**config.mk**
```make
export PLATFORM = sky130hd
export DESIGN_NAME = float_pool_stream
export DESIGN_NICKNAME = d
export VERILOG_FILES = /design/src/rtl/float_pool_pkg.sv /design/src/rtl/float_order_sel.sv /design/src/rtl/float_pool_stream.sv
export SDC_FILE = /design/constraint.sdc
export NUM_CORES = 1
export LEC_CHECK = 0
export BUFFER_PORTS_ARGS = -buffer_cell sky130_fd_sc_hd__buf_4
export CAP_MARGIN = 5
export CORE_ASPECT_RATIO = 0.7
export CORE_MARGIN = 2
export CORE_UTILIZATION = 45
export CTS_CLUSTER_SIZE = 8
export DETAILED_ROUTE_END_ITERATION = 6
export GPL_TIMING_DRIVEN = 0
export PLACE_DENSITY = 0.7
export SLEW_MARGIN = 5
export SYNTH_ARGS = -nofsm -noshare
export SYNTH_HDL_FRONTEND = slang
export SYNTH_HIERARCHICAL = 1
export SYNTH_SLANG_ARGS = --single-unit
```
**constraint.sdc**
```tcl
create_clock -name clk -period 6.4 [get_ports clk]
set_input_delay 1.92 -clock clk [delete_from_list [all_inputs] [get_ports clk]]
set_output_delay 1.92 -clock clk [all_outputs]
set_load 0.02 [all_outputs]
```
**src/rtl/float_pool_pkg.sv**
```systemverilog
// Shared types and constants for the float pooling datapath: default field widths,
// field positions, FSM state encoding and the canonical quiet-NaN pattern.
package float_pool_pkg;

  localparam int EXP_BITS_DEF  = 8;
  localparam int MAN_BITS_DEF  = 23;
  localparam int MAN_LSB       = 0;
  localparam int EXP_LSB_DEF   = MAN_BITS_DEF;
  localparam int SIGN_POS_DEF  = EXP_BITS_DEF + MAN_BITS_DEF;
  localparam int QNAN_MAX_BITS = 128;

  typedef enum logic {
    ACCUM = 1'b0,
    DRAIN = 1'b1
  } state_e;

  // Positive sign, all-ones exponent, mantissa MSB set; caller truncates to its word width.
  function automatic logic [QNAN_MAX_BITS-1:0] canon_qnan(input int exp_bits, input int man_bits);
    logic [QNAN_MAX_BITS-1:0] v;
    v = '0;
    for (int i = 0; i < exp_bits; i++) begin
      v[man_bits + i] = 1'b1;
    end
    v[man_bits - 1] = 1'b1;
    return v;
  endfunction

endpackage

```
**src/rtl/float_order_sel.sv**
```systemverilog
// Combinational sign-magnitude ordering of two floats: returns the greater (or lesser
// when mode_min_i) operand, keeping acc_i on a bit-identical tie, and flags a NaN candidate.
module float_order_sel
  import float_pool_pkg::*;
#(
  parameter int EXP_BITS = EXP_BITS_DEF,
  parameter int MAN_BITS = MAN_BITS_DEF
) (
  input  logic [EXP_BITS+MAN_BITS:0] acc_i,
  input  logic [EXP_BITS+MAN_BITS:0] cand_i,
  input  logic                       mode_min_i,
  output logic [EXP_BITS+MAN_BITS:0] sel_o,
  output logic                       cand_is_nan_o
);

  localparam int MAG_BITS = EXP_BITS + MAN_BITS;

  logic                acc_sign;
  logic                cand_sign;
  logic [MAG_BITS-1:0] acc_mag;
  logic [MAG_BITS-1:0] cand_mag;
  logic                cand_gt;
  logic                cand_lt;

  assign acc_sign  = acc_i[MAG_BITS];
  assign cand_sign = cand_i[MAG_BITS];
  assign acc_mag   = acc_i[MAG_BITS-1:0];
  assign cand_mag  = cand_i[MAG_BITS-1:0];

  // Differing signs decide on sign alone, which also orders +0 above -0.
  always_comb begin
    cand_gt = 1'b0;
    cand_lt = 1'b0;
    if (acc_sign != cand_sign) begin
      cand_gt = !cand_sign;
      cand_lt = cand_sign;
    end else if (!cand_sign) begin
      cand_gt = cand_mag > acc_mag;
      cand_lt = cand_mag < acc_mag;
    end else begin
      cand_gt = cand_mag < acc_mag;
      cand_lt = cand_mag > acc_mag;
    end
  end

  assign sel_o         = (mode_min_i ? cand_lt : cand_gt) ? cand_i : acc_i;
  assign cand_is_nan_o = (&cand_i[MAG_BITS-1:MAN_BITS]) && (|cand_i[MAN_BITS-1:MAN_LSB]);

endmodule

```
**src/rtl/float_pool_stream.sv**
```systemverilog
// Reduces WINDOW channel-interleaved samples per channel to one MAX/MIN result, then drains
// CHANNELS results in order; first result the cycle after the last input, input stalled while draining.
module float_pool_stream
  import float_pool_pkg::*;
#(
  parameter int EXP_BITS = EXP_BITS_DEF,
  parameter int MAN_BITS = MAN_BITS_DEF,
  parameter int WINDOW   = 4,
  parameter int CHANNELS = 2,
  localparam int DATA_BITS = 1 + EXP_BITS + MAN_BITS,
  localparam int CH_W      = (CHANNELS > 1) ? $clog2(CHANNELS) : 1
) (
  input  logic                 clk,
  input  logic                 reset,
  input  logic                 mode_min,
  input  logic [DATA_BITS-1:0] in_data,
  input  logic                 in_valid,
  output logic                 in_ready,
  output logic [DATA_BITS-1:0] out_data,
  output logic [CH_W-1:0]      out_channel,
  output logic                 out_last,
  output logic                 out_valid,
  input  logic                 out_ready
);

  localparam int                   WIN_W     = (WINDOW > 1) ? $clog2(WINDOW) : 1;
  localparam logic [CH_W-1:0]      LAST_CH   = CH_W'(CHANNELS - 1);
  localparam logic [CH_W-1:0]      PENULT_CH = CH_W'(CHANNELS - 2);
  localparam logic [WIN_W-1:0]     LAST_WIN  = WIN_W'(WINDOW - 1);
  localparam logic [DATA_BITS-1:0] QNAN      = DATA_BITS'(canon_qnan(EXP_BITS, MAN_BITS));

  state_e               state_q;
  logic [CH_W-1:0]      chan_q;
  logic [WIN_W-1:0]     win_q;
  logic                 mode_q;
  logic [DATA_BITS-1:0] acc_q [CHANNELS];
  logic [CHANNELS-1:0]  nan_q;
  logic                 in_ready_q;
  logic                 out_valid_q;
  logic                 out_last_q;
  logic [CH_W-1:0]      out_channel_q;

  logic [DATA_BITS-1:0] sel;
  logic                 cand_is_nan;
  logic                 in_beat;
  logic                 out_beat;

  assign in_beat  = in_valid && in_ready_q;
  assign out_beat = out_valid_q && out_ready;

  float_order_sel #(
    .EXP_BITS (EXP_BITS),
    .MAN_BITS (MAN_BITS)
  ) u_order_sel (
    .acc_i         (acc_q[chan_q]),
    .cand_i        (in_data),
    .mode_min_i    (mode_q),
    .sel_o         (sel),
    .cand_is_nan_o (cand_is_nan)
  );

  always_ff @(posedge clk) begin
    if (reset) begin
      state_q       <= ACCUM;
      chan_q        <= '0;
      win_q         <= '0;
      mode_q        <= 1'b0;
      nan_q         <= '0;
      for (int c = 0; c < CHANNELS; c++) begin
        acc_q[c] <= '0;
      end
      in_ready_q    <= 1'b1;
      out_valid_q   <= 1'b0;
      out_last_q    <= 1'b0;
      out_channel_q <= '0;
    end else begin
      case (state_q)
        ACCUM: begin
          if (in_beat) begin
            // First window slot seeds the accumulator; the pool's ordering is fixed here too.
            if (win_q == '0) begin
              acc_q[chan_q] <= in_data;
              nan_q[chan_q] <= cand_is_nan;
              if (chan_q == '0) begin
                mode_q <= mode_min;
              end
            end else begin
              acc_q[chan_q] <= sel;
              nan_q[chan_q] <= nan_q[chan_q] | cand_is_nan;
            end
            if (chan_q == LAST_CH) begin
              chan_q <= '0;
              if (win_q == LAST_WIN) begin
                win_q         <= '0;
                state_q       <= DRAIN;
                in_ready_q    <= 1'b0;
                out_valid_q   <= 1'b1;
                out_channel_q <= '0;
                out_last_q    <= (CHANNELS == 1);
              end else begin
                win_q <= win_q + WIN_W'(1);
              end
            end else begin
              chan_q <= chan_q + CH_W'(1);
            end
          end
        end
        DRAIN: begin
          if (out_beat) begin
            if (out_channel_q == LAST_CH) begin
              state_q       <= ACCUM;
              in_ready_q    <= 1'b1;
              out_valid_q   <= 1'b0;
              out_channel_q <= '0;
              out_last_q    <= 1'b0;
            end else begin
              out_channel_q <= out_channel_q + CH_W'(1);
              out_last_q    <= (out_channel_q == PENULT_CH);
            end
          end
        end
        default: state_q <= ACCUM;
      endcase
    end
  end

  // Accumulators are frozen in DRAIN, so the result mux is stable under backpressure.
  assign out_data    = nan_q[out_channel_q] ? QNAN : acc_q[out_channel_q];
  assign out_channel = out_channel_q;
  assign out_last    = out_last_q;
  assign out_valid   = out_valid_q;
  assign in_ready    = in_ready_q;

endmodule
```
Word-level counts from Yosys, hierarchy flattened
Memory sizes are Yosys's and may differ from the RTL's. A register that Yosys moved wholly into a read port is not among the register bits.
Index checks and enable logic that the tools add are counted.
{"block": "totals", "reg_bits": 11, "mem_bits_rw": 64, "inputBits": 37, "output_inout_bits": 36, "elab_cells": 106, "n_memories": 1}
{"name": "acc_q", "words": 2, "word_bits": 32, "read_ports": 2, "rd_ports_with_merged_regs": 2, "wr": 2, "line_no": "float_pool_stream.sv:36", "rtl": "logic [DATA_BITS-1:0] acc_q [CHANNELS];"}
{"block": "op_classes", "n_addsub": 3, "magnitude_cmp": 5, "n_eq_ne": 7, "mux": 62, "bitwise_logic": 5, "reduce_logical": 14}
{"cell": "$mux W32", "n": 4}
{"cell": "$mux W1", "n": 48}
{"cell": "$reduce_or A32 Y1", "n": 1}
{"cell": "$gt A31 B31 Y1", "n": 1}
{"cell": "$lt A31 B31 Y1", "n": 1}
{"cell": "$reduce_or A23 Y1", "n": 1}
{"cell": "$pmux W1 S2", "n": 5}
{"cell": "$reduce_and A4 Y1", "n": 2}
{"cell": "$reduce_and A8 Y1", "n": 1}
{"cell": "$ne A2 B2 Y1 const B", "n": 3}
{"cell": "$reduce_and A5 Y1", "n": 1}
{"cell": "$bwmux W2", "n": 2}
{"cell": "$logic_and A1 B1 Y1", "n": 4}
{"cell": "$lt A1 B2 Y1 const B", "n": 2}
{"cell": "$mux W2", "n": 2}
{"cell": "$ne A2 B1 Y1 const B", "n": 2}
{"cell": "$not A1 Y1", "n": 3}
{"cell": "$reduce_and A3 Y1", "n": 1}
{"cell": "$add A1 B1 Y1 const B", "n": 2}
{"cell": "$add A2 B1 Y2 const B", "n": 1}
{"cell": "$eq A2 B2 Y1 const B", "n": 1}
{"cell": "$logic_not A2 Y1", "n": 1}
{"cell": "$or A1 B1 Y1", "n": 2}
{"cell": "$reduce_and A2 Y1", "n": 1}
{"cell": "4 further kinds", "n": 4}

Depth between registers and ports, before layout
Gate-level depths: netlist of run 1.
{"block": "depth", "ltp_word": 9, "ltp_mapped": 14, "ltp_nobuf": 10}

Cells and area by module
The synthesis of run 1 kept the hierarchy.
{"module": "float_pool_stream", "n_inst": 1, "cells_each": 321, "area_each_um2": 4186.5, "seq_area_each_um2": 2162.1}
{"module": "float_order_sel", "n_inst": 1, "cells_each": 348, "area_each_um2": 2640.0, "seq_area_each_um2": 0.0}

Worst setup path after synthesis of run 1
Ideal clock, no wire load.
{"block": "synth_timing", "kind": "input to register", "startpoint": "input port in_data[30]", "endpoint": "memory acc_q[0][0] in the netlist's numbering, data pin", "setup_ps": 257, "t_arrival_ps": 3615, "t_required_ps": 6143, "path_slack_ps": 2528, "path_stages": 9, "n_path_buf": 1, "path_cell_list": "ha_1 -> nand4_2 -> nor3_2 -> inv_1 -> a211o_2 -> buf_6 -> a211oi_1 -> nor2_1 -> a22o_2"}
{"item": "start: declaration", "line_no": "float_pool_stream.sv:16", "rtl": "input logic [DATA_BITS-1:0] in_data,"}
{"item": "end: declaration", "line_no": "float_pool_stream.sv:36"}

==> results of run 1 <==
## metrics by stage
step | area, um2 | setup slack (ps) | utilization [%]
after global routing | 7980 | 2070 | 54.1
after global placement | 7610 | 2020 | 51.5
after floorplan | 6830 | 2530 | -
after detailed placement | 7670 | 1960 | 51.9
after CTS | 7980 | 2270 | 54.1
final | 7980 | 2260 | 54.1
## metal layers
metal / vias up / wire length (um) / track usage, %
li1: 2785 / - / -
met4: 0 / 261 / 5.41
met2: 239 / 8430 / 36.9
met3: 25 / 1490 / 5.53
met5: - / 0 / 0
met1: 2856 / 9090 / 35.5
## cells in the final DEF (no fill, tap or decap), drive strengths merged, types with 4 or more instances in the layout
cell type  netlist  routed
mux2            33      33
nand3            9       9
nor4             6       6
nand2           51      51
nand4            9       9
a32o            31      31
ha              35      35
inv             37      39
o21ai            7       7
nor3             5       5
o22ai           30      30
mux2i           65      65
a22o            64      64
nand2b           5       5
edfxtp          64      64
a211oi          33      33
buf             39     113
clkbuf          19      30
nor2            32      32
dfxtp           12      12
a21oi           46      46
a21o             4       4
## critical path, delay by kind of cell
kind,cells,cell delay [ps]
AND/OR/NAND/NOR,3,820
buffers and inverters,3,490
adder cells (fa/ha/maj),1,330
AO/OA/AOI/OAI,4,660
## layout make-up
cell class                      count  area (um2)
Buffer                             58         385
Clock buffer                       11         275
Clock inverter                      5        36.3
Fill cell                        1326        6790
Inverter                           37         139
Multi-Input combinational cell    498        4150
Sequential cell                    76        2160
Tap cell                          195         244
Timing Repair Buffer               74         596
## power groups by stage
stage / registers, mW / clock network, mW / logic [mW]
after floorplan: 0.598 / 0 / 0.449
after global placement: 0.601 / 0 / 0.608
after detailed placement: 0.602 / 0 / 0.627
after CTS: 0.591 / 0.544 / 0.632
after global routing: 0.595 / 0.561 / 0.697
final: 0.591 / 0.536 / 0.639
## state kept, by name (all words and copies together) (netlist names), named ones only
register,cells
nan_q,2
in_ready,1
state_q,1
acc_q,64
mode_q,1
out_last,1
out_valid,1
win_q,2
chan_q,1
## cell usage after synthesis (2+ instances only)
library cell	instances
a22o_1	4
buf_4	6
a32o_1	31
dfxtp_1	12
o31ai_1	2
nand3_1	9
nor3b_4	2
a21o_1	4
o21ai_0	5
buf_1	3
o22ai_1	30
and2b_2	2
and3_1	3
nor3_1	3
o21ai_1	2
nor4_1	6
nor2b_1	3
a21oi_1	26
buf_6	14
inv_1	37
a22o_2	60
mux2i_1	65
a211oi_1	12
nand2b_1	5
nand2_1	51
edfxtp_1	64
clkbuf_1	17
ha_1	35
clkbuf_8	2
and2_1	2
a211oi_2	21
nand4_1	8
nor3_2	2
a221oi_1	2
a21oi_2	20
nor2_1	32
mux2_2	33
buf_2	16
## cells by family (layout without fill, tap and decap cells)
logic type / after synthesis / count (layout)
fa+ha+maj: 36 / 36
flops: 76 / 76
simple gates: 136 / 136
xor+xnor: 3 / 3
compound gates: 225 / 225
buf+inv: 95 / 185
mux: 98 / 98
## worst paths after layout
path / from / endpoint / cells after the start
max: in_data[30] / acc_q[1][23] / 11
min reg2reg: win_q[0] / win_q[0] / 2
min: win_q[0] / win_q[0] / 2
max reg2reg: register / acc_q[1][23] / 14
==> impl_metrics.py, run 1 <==
metrics = {
    "status": {
        "status": "complete, no violations",
    },
    "global_route": {
        "grt_pass1_vias": 5747,
        "overflow": 0,
        "grt_util_all_layers_pct": 24.4,
        "antenna_found_initial": 0,
        "grt_pass1_wl_mm": 30.7,
        "grt_start_max_net_pins": 19,
    },
    "placed_design": {
        "place_hpwl_mm": 14.1,
        "port_buffers": 72,
        "place_inst": 938,
        "gp_congestion": 0.905,
    },
    "drt": {
        "ant_nets": 0,
        "viasPerCell": 6.19,
        "wirelength_mm": 19.3,
        "wl_per_cell_um": 20.2,
        "drcViolationCount": 0,
        "drtIter0Drc": 449,
        "num_vias": 5905,
        "firstDrtPassIters": 6,
    },
    "floorplan": {
        "core-area_mm2": 0.0148,
        "pin_count": 73,
        "initial_utilization_pct": 46.2,
        "die_area_mm2": 0.0162,
        "chipHeight_um": 107,
        "rows": 37,
        "die_w_um": 151,
    },
    "setup_path": {
        "cp_slowest_cell": "nor4_1",
        "critPathKind": "in -> reg",
        "critPathMaxStageDelay_ps": 410,
        "crit_fanout": 10,
        "cp_data_required_time_ps": 6500,
        "critical_path.cell_chain": "buf_4 -> ha_1 -> nand4_2 -> nor4_1 -> and3_1 -> buf_6 -> buf_4 -> o22ai_1 -> a211oi_1 -> a21oi_1 -> a22o_2",
        "rrSetupSlack_ps": 2300,
        "cp-end-kind": "register",
        "start_kind": "primary input",
        "critPathArrivalTime_ps": 4240,
        "cpMostUsedCell": "buf_4",
    },
    "clock_tree": {
        "clk_pin_slew_ps": 70,
        "h-tree-depth": 3,
        "clockRootBuffer": "clkbuf_16",
        "cts_buffers": 9,
        "cts_resized": 0,
        "insertion_delay_ps": 350,
        "cts.path.max_buffers": 2,
        "cts_setup_buffers": 0,
        "numClockSinks": 76,
        "cts_tree": "done",
        "postCtsHoldBufs": 0,
    },
    "timing": {
        "slew_violations": 0,
        "hold_viol": 0,
        "rsz0062_at_grt": "no",
        "fmax_mhz": 242,
        "fin_tns_setup_ps": 0,
        "period_share_pct": 64.7,
        "min_period_ps": 4140,
        "setup_viol": 0,
        "tightest_slew_ps": 867,
        "fin_skew_ps": 7.13,
        "relSlewSlack_pct": 42.2,
        "holdWs_ps": 508,
    },
    "synth": {
        "synth_edf_count": 64,
        "synth_top_area_share_pct": 28.2,
        "synth_ff_type": "edfxtp_1",
        "synth_simple_gate_area_share_pct": 10.0,
        "async_reset_ff_share_pct": 0,
        "synthAdderAreaFrac_pct": 6.56,
        "syn_area_mm2": 0.00683,
        "seq_area_frac_synth_pct": 31.7,
        "synth_top_family_by_area": "compound AO/OA/AOI/OAI gates",
        "synth.avg_cell_area_um2": 10.2,
        "ys_warn_count": 6,
        "synthCells": 669,
        "synth_top_area_cell": "edfxtp_1",
        "synth_nets": 741,
        "synth-seq-cells": 76,
        "synth-compound-area-share_pct": 28.6,
        "synth.distinct_cells": 56,
        "synth_xor_area_share_pct": 0.495,
        "yosys-top-cells-area": "edfxtp_1 28%, mux2i_1 9.5%, a22o_2 8.8%",
        "synthMuxAreaShare_pct": 15.0,
    },
    "power_and_ir_drop": {
        "seq_power_share_pct": 33.5,
        "totalPowerFinal_mw": 1.77,
        "internal_power_mw": 1.14,
        "clock_power_share_pct": 30.3,
        "share_comb_of_total_power_pct": 36.2,
        "ir_worst_vdd_mv": 0.166,
        "p_per_area_mw_per_mm2": 221,
        "p_switching_uw": 621,
        "p_leak_nw": 3.22,
        "swShare_pct": 35.2,
    },
    "finish": {
        "finalNonFillerCells": 954,
        "drive_gt1_share_pct": 36.6,
        "antennaDiodeCount": 0,
        "syn_to_final_growth_pct": 16.9,
        "nNetsFinal": 826,
    },
    "min_path": {
        "hold_path.class": "reg -> reg",
    },
    "job": {
        "drv_cap": 0,
    },
}
(Power assumes the default switching activity.)
==> inputs of run 2 (changes only) <==
--- a/config.mk
+++ b/config.mk
@@ -13,7 +13,7 @@
 export CTS_CLUSTER_SIZE = 8
 export DETAILED_ROUTE_END_ITERATION = 6
 export GPL_TIMING_DRIVEN = 0
-export PLACE_DENSITY = 0.7
+export PLACE_DENSITY = 0.72
 export SLEW_MARGIN = 5
 export SYNTH_ARGS = -nofsm -noshare
 export SYNTH_HDL_FRONTEND = slang
==> constraint.sdc (replaced) <==
create_clock -name clk -period 3.8 [get_ports clk]
set_input_delay 1.14 -clock clk [delete_from_list [all_inputs] [get_ports clk]]
set_output_delay 1.14 -clock clk [all_outputs]
set_load 0.02 [all_outputs]
==> impl_metrics.py, run 2 (synthesis results as in run 1) <==
metrics = {
    "power_and_ir_drop": {
        "p_switching_mw": 1.09,
        "clock_power_share_pct": 30.5,
        "share_comb_of_total_power_pct": 36.5,
        "swShare_pct": 35.8,
        "p_per_area_mw_per_mm2": 378,
        "p_leak_nw": 3.24,
        "ir_worst_vdd_mv": 0.256,
        "seq_power_share_pct": 33.0,
        "internal_power_mw": 1.94,
    },
    "clock_tree": {
        "numClockSinks": 76,
        "h-tree-depth": 3,
        "cts.path.max_buffers": 2,
        "insertion_delay_ps": 350,
        "cts_buffers": 9,
        "cts_setup_buffers": 0,
        "clockRootBuffer": "clkbuf_16",
        "cts_tree": "done",
        "clk_pin_slew_ps": 70,
        "postCtsHoldBufs": 0,
    },
    "placed_design": {
        "port_buffers": 72,
        "place_inst": 938,
        "place_hpwl_mm": 14.3,
        "gp_congestion": 0.912,
        "dp_slack_ps": -230,
    },
    "timing": {
        "fin_skew_ps": 6.83,
        "min_period_ps": 3570,
        "fin_tns_setup_ps": 0,
        "rsz0062_at_grt": "no",
        "setup_viol": 0,
        "hold_viol": 0,
        "relSlewSlack_pct": 39.9,
        "tightest_slew_ps": 901,
        "period_share_pct": 94.1,
        "fmax_mhz": 280,
        "slew_violations": 0,
        "fin_ws_ps": 226,
    },
    "finish": {
        "nNetsFinal": 825,
        "final_common_cell": "buf_4",
        "antennaDiodeCount": 0,
        "finalNonFillerCells": 953,
        "reg_top3": "acc_q: 64 flops, nan_q: 2 flops, win_q: 2 flops",
        "multi_input_area_mm2": 0.00415,
        "final-seq-area_mm2": 0.00216,
        "final_cell_mix": "79 x buf_4, 65 x mux2i_1, 64 x edfxtp_1",
        "syn_to_final_growth_pct": 17.5,
        "largest_register_ff_count": 64,
        "drive_gt1_share_pct": 37.2,
        "regMostFlops": "acc_q",
        "nFillCells": 1306,
    },
    "setup_path": {
        "critPathMaxStageDelay_ps": 530,
        "crit_family": "compound AO/OA/AOI/OAI gates",
        "critPathKind": "reg -> reg",
        "cp-end-kind": "register",
        "crit_buf_inv": 3,
        "critPathArrivalTime_ps": 3680,
        "cp_slowest_cell": "dfxtp_1",
        "cp_data_required_time_ps": 3910,
        "crit_fanout": 10,
        "critical_path.cell_chain": "buf_4 -> mux2_2 -> inv_1 -> ha_1 -> a21oi_1 -> o21ai_1 -> a221oi_1 -> o21ai_1 -> nor2_1 -> clkbuf_4 -> a21oi_1 -> a22o_2",
        "start_kind": "register",
    },
    "floorplan": {
        "pin_count": 73,
        "core-area_mm2": 0.0148,
        "rows": 37,
        "initial_utilization_pct": 46.2,
        "die_w_um": 151,
        "die_area_mm2": 0.0162,
        "chipHeight_um": 107,
    },
    "drt": {
        "wl_per_cell_um": 21.3,
        "viasPerCell": 6.41,
        "firstDrtPassIters": 5,
        "wirelength_mm": 20.3,
        "ant_nets": 0,
        "drcViolationCount": 0,
        "drtIter0Drc": 517,
        "num_vias": 6112,
    },
    "global_route": {
        "grt_start_max_net_pins": 19,
        "grt_pass1_vias": 5857,
        "grt_pass1_wl_mm": 31.5,
        "overflow": 0,
        "antenna_found_initial": 0,
        "grt_util_all_layers_pct": 25.2,
    },
    "status": {
        "status": "complete, no violations",
    },
    "min_path": {
        "hold_path.class": "reg -> reg",
    },
    "job": {
        "drv_cap": 0,
    },
}
run 2: cell count changes in the layout (fill, tap and decap cells not counted), sizes merged:
| cell | delta |
|---|---|
| buf | -3 |
| clkinv | -2 |
| inv | +2 |
| clkbuf | +2 |
run 2: worst paths after layout:
path | start | end | slack (ps) | cells after the start
worst max register to register | register | acc_q[0][2] | 230 | 12
worst max-delay path | register | acc_q[0][2] | 230 | 12
worst min register to register | nan_q[1] | nan_q[1] | 500 | 2
worst min-delay path | nan_q[1] | nan_q[1] | 500 | 2
run 2: metal layers:
metal / vias up / global-route usage, % / wire [um]
met1: 2978 / 35.6 / 9310
met3: 42 / 5.40 / 1620
li1: 2782 / - / -
met2: 310 / 38.8 / 8990
met5: - / 0 / 0
met4: 0 / 6.88 / 361
run 2: tightest hold or removal path, stage by stage, from the launching register on:
cell     delay, ps
dfxtp_1        320
o21ai_0         70
a21oi_1         60
run 2: power by group through the flow:
stage,clock network (mW),logic [mW],registers [mW]
6_report,0.924,1.11,0.998
5_1_grt,0.956,1.19,1.01
4_1_cts,0.936,1.08,0.996
3_5_place_dp,0,1.06,1.01
3_3_place_gp,0,1.02,1.01
2_1_floorplan,0,0.757,1.01
run 2: layout make-up:
class / count / area share [%]
Inverter: 37 / 1.73
Tap cell: 195 / 3.04
Clock inverter: 5 / 0.546
Buffer: 57 / 5.09
Sequential cell: 76 / 27.0
Clock buffer: 11 / 3.43
Timing Repair Buffer: 74 / 7.43
Multi-Input combinational cell: 498 / 51.8
run 2: per-stage QoR:
stage | cell area [um2] | power, mW | util [%] | hold slack (ps)
floorplan | 6830 | 1.76 | - | 459
global placement | 7610 | 2.04 | 51.5 | 469
detailed placement | 7670 | 2.08 | 51.9 | 490
CTS | 8000 | 3.01 | 54.2 | 499
global route | 8020 | 3.15 | 54.3 | 516
finish | 8020 | 3.03 | 54.3 | 499
run 2: what timing repair did:
item,4_1_cts,5_1_grt
endpoints found under the hold margin,0,0
resized for setup,7,14
setup endpoints to repair,62,62
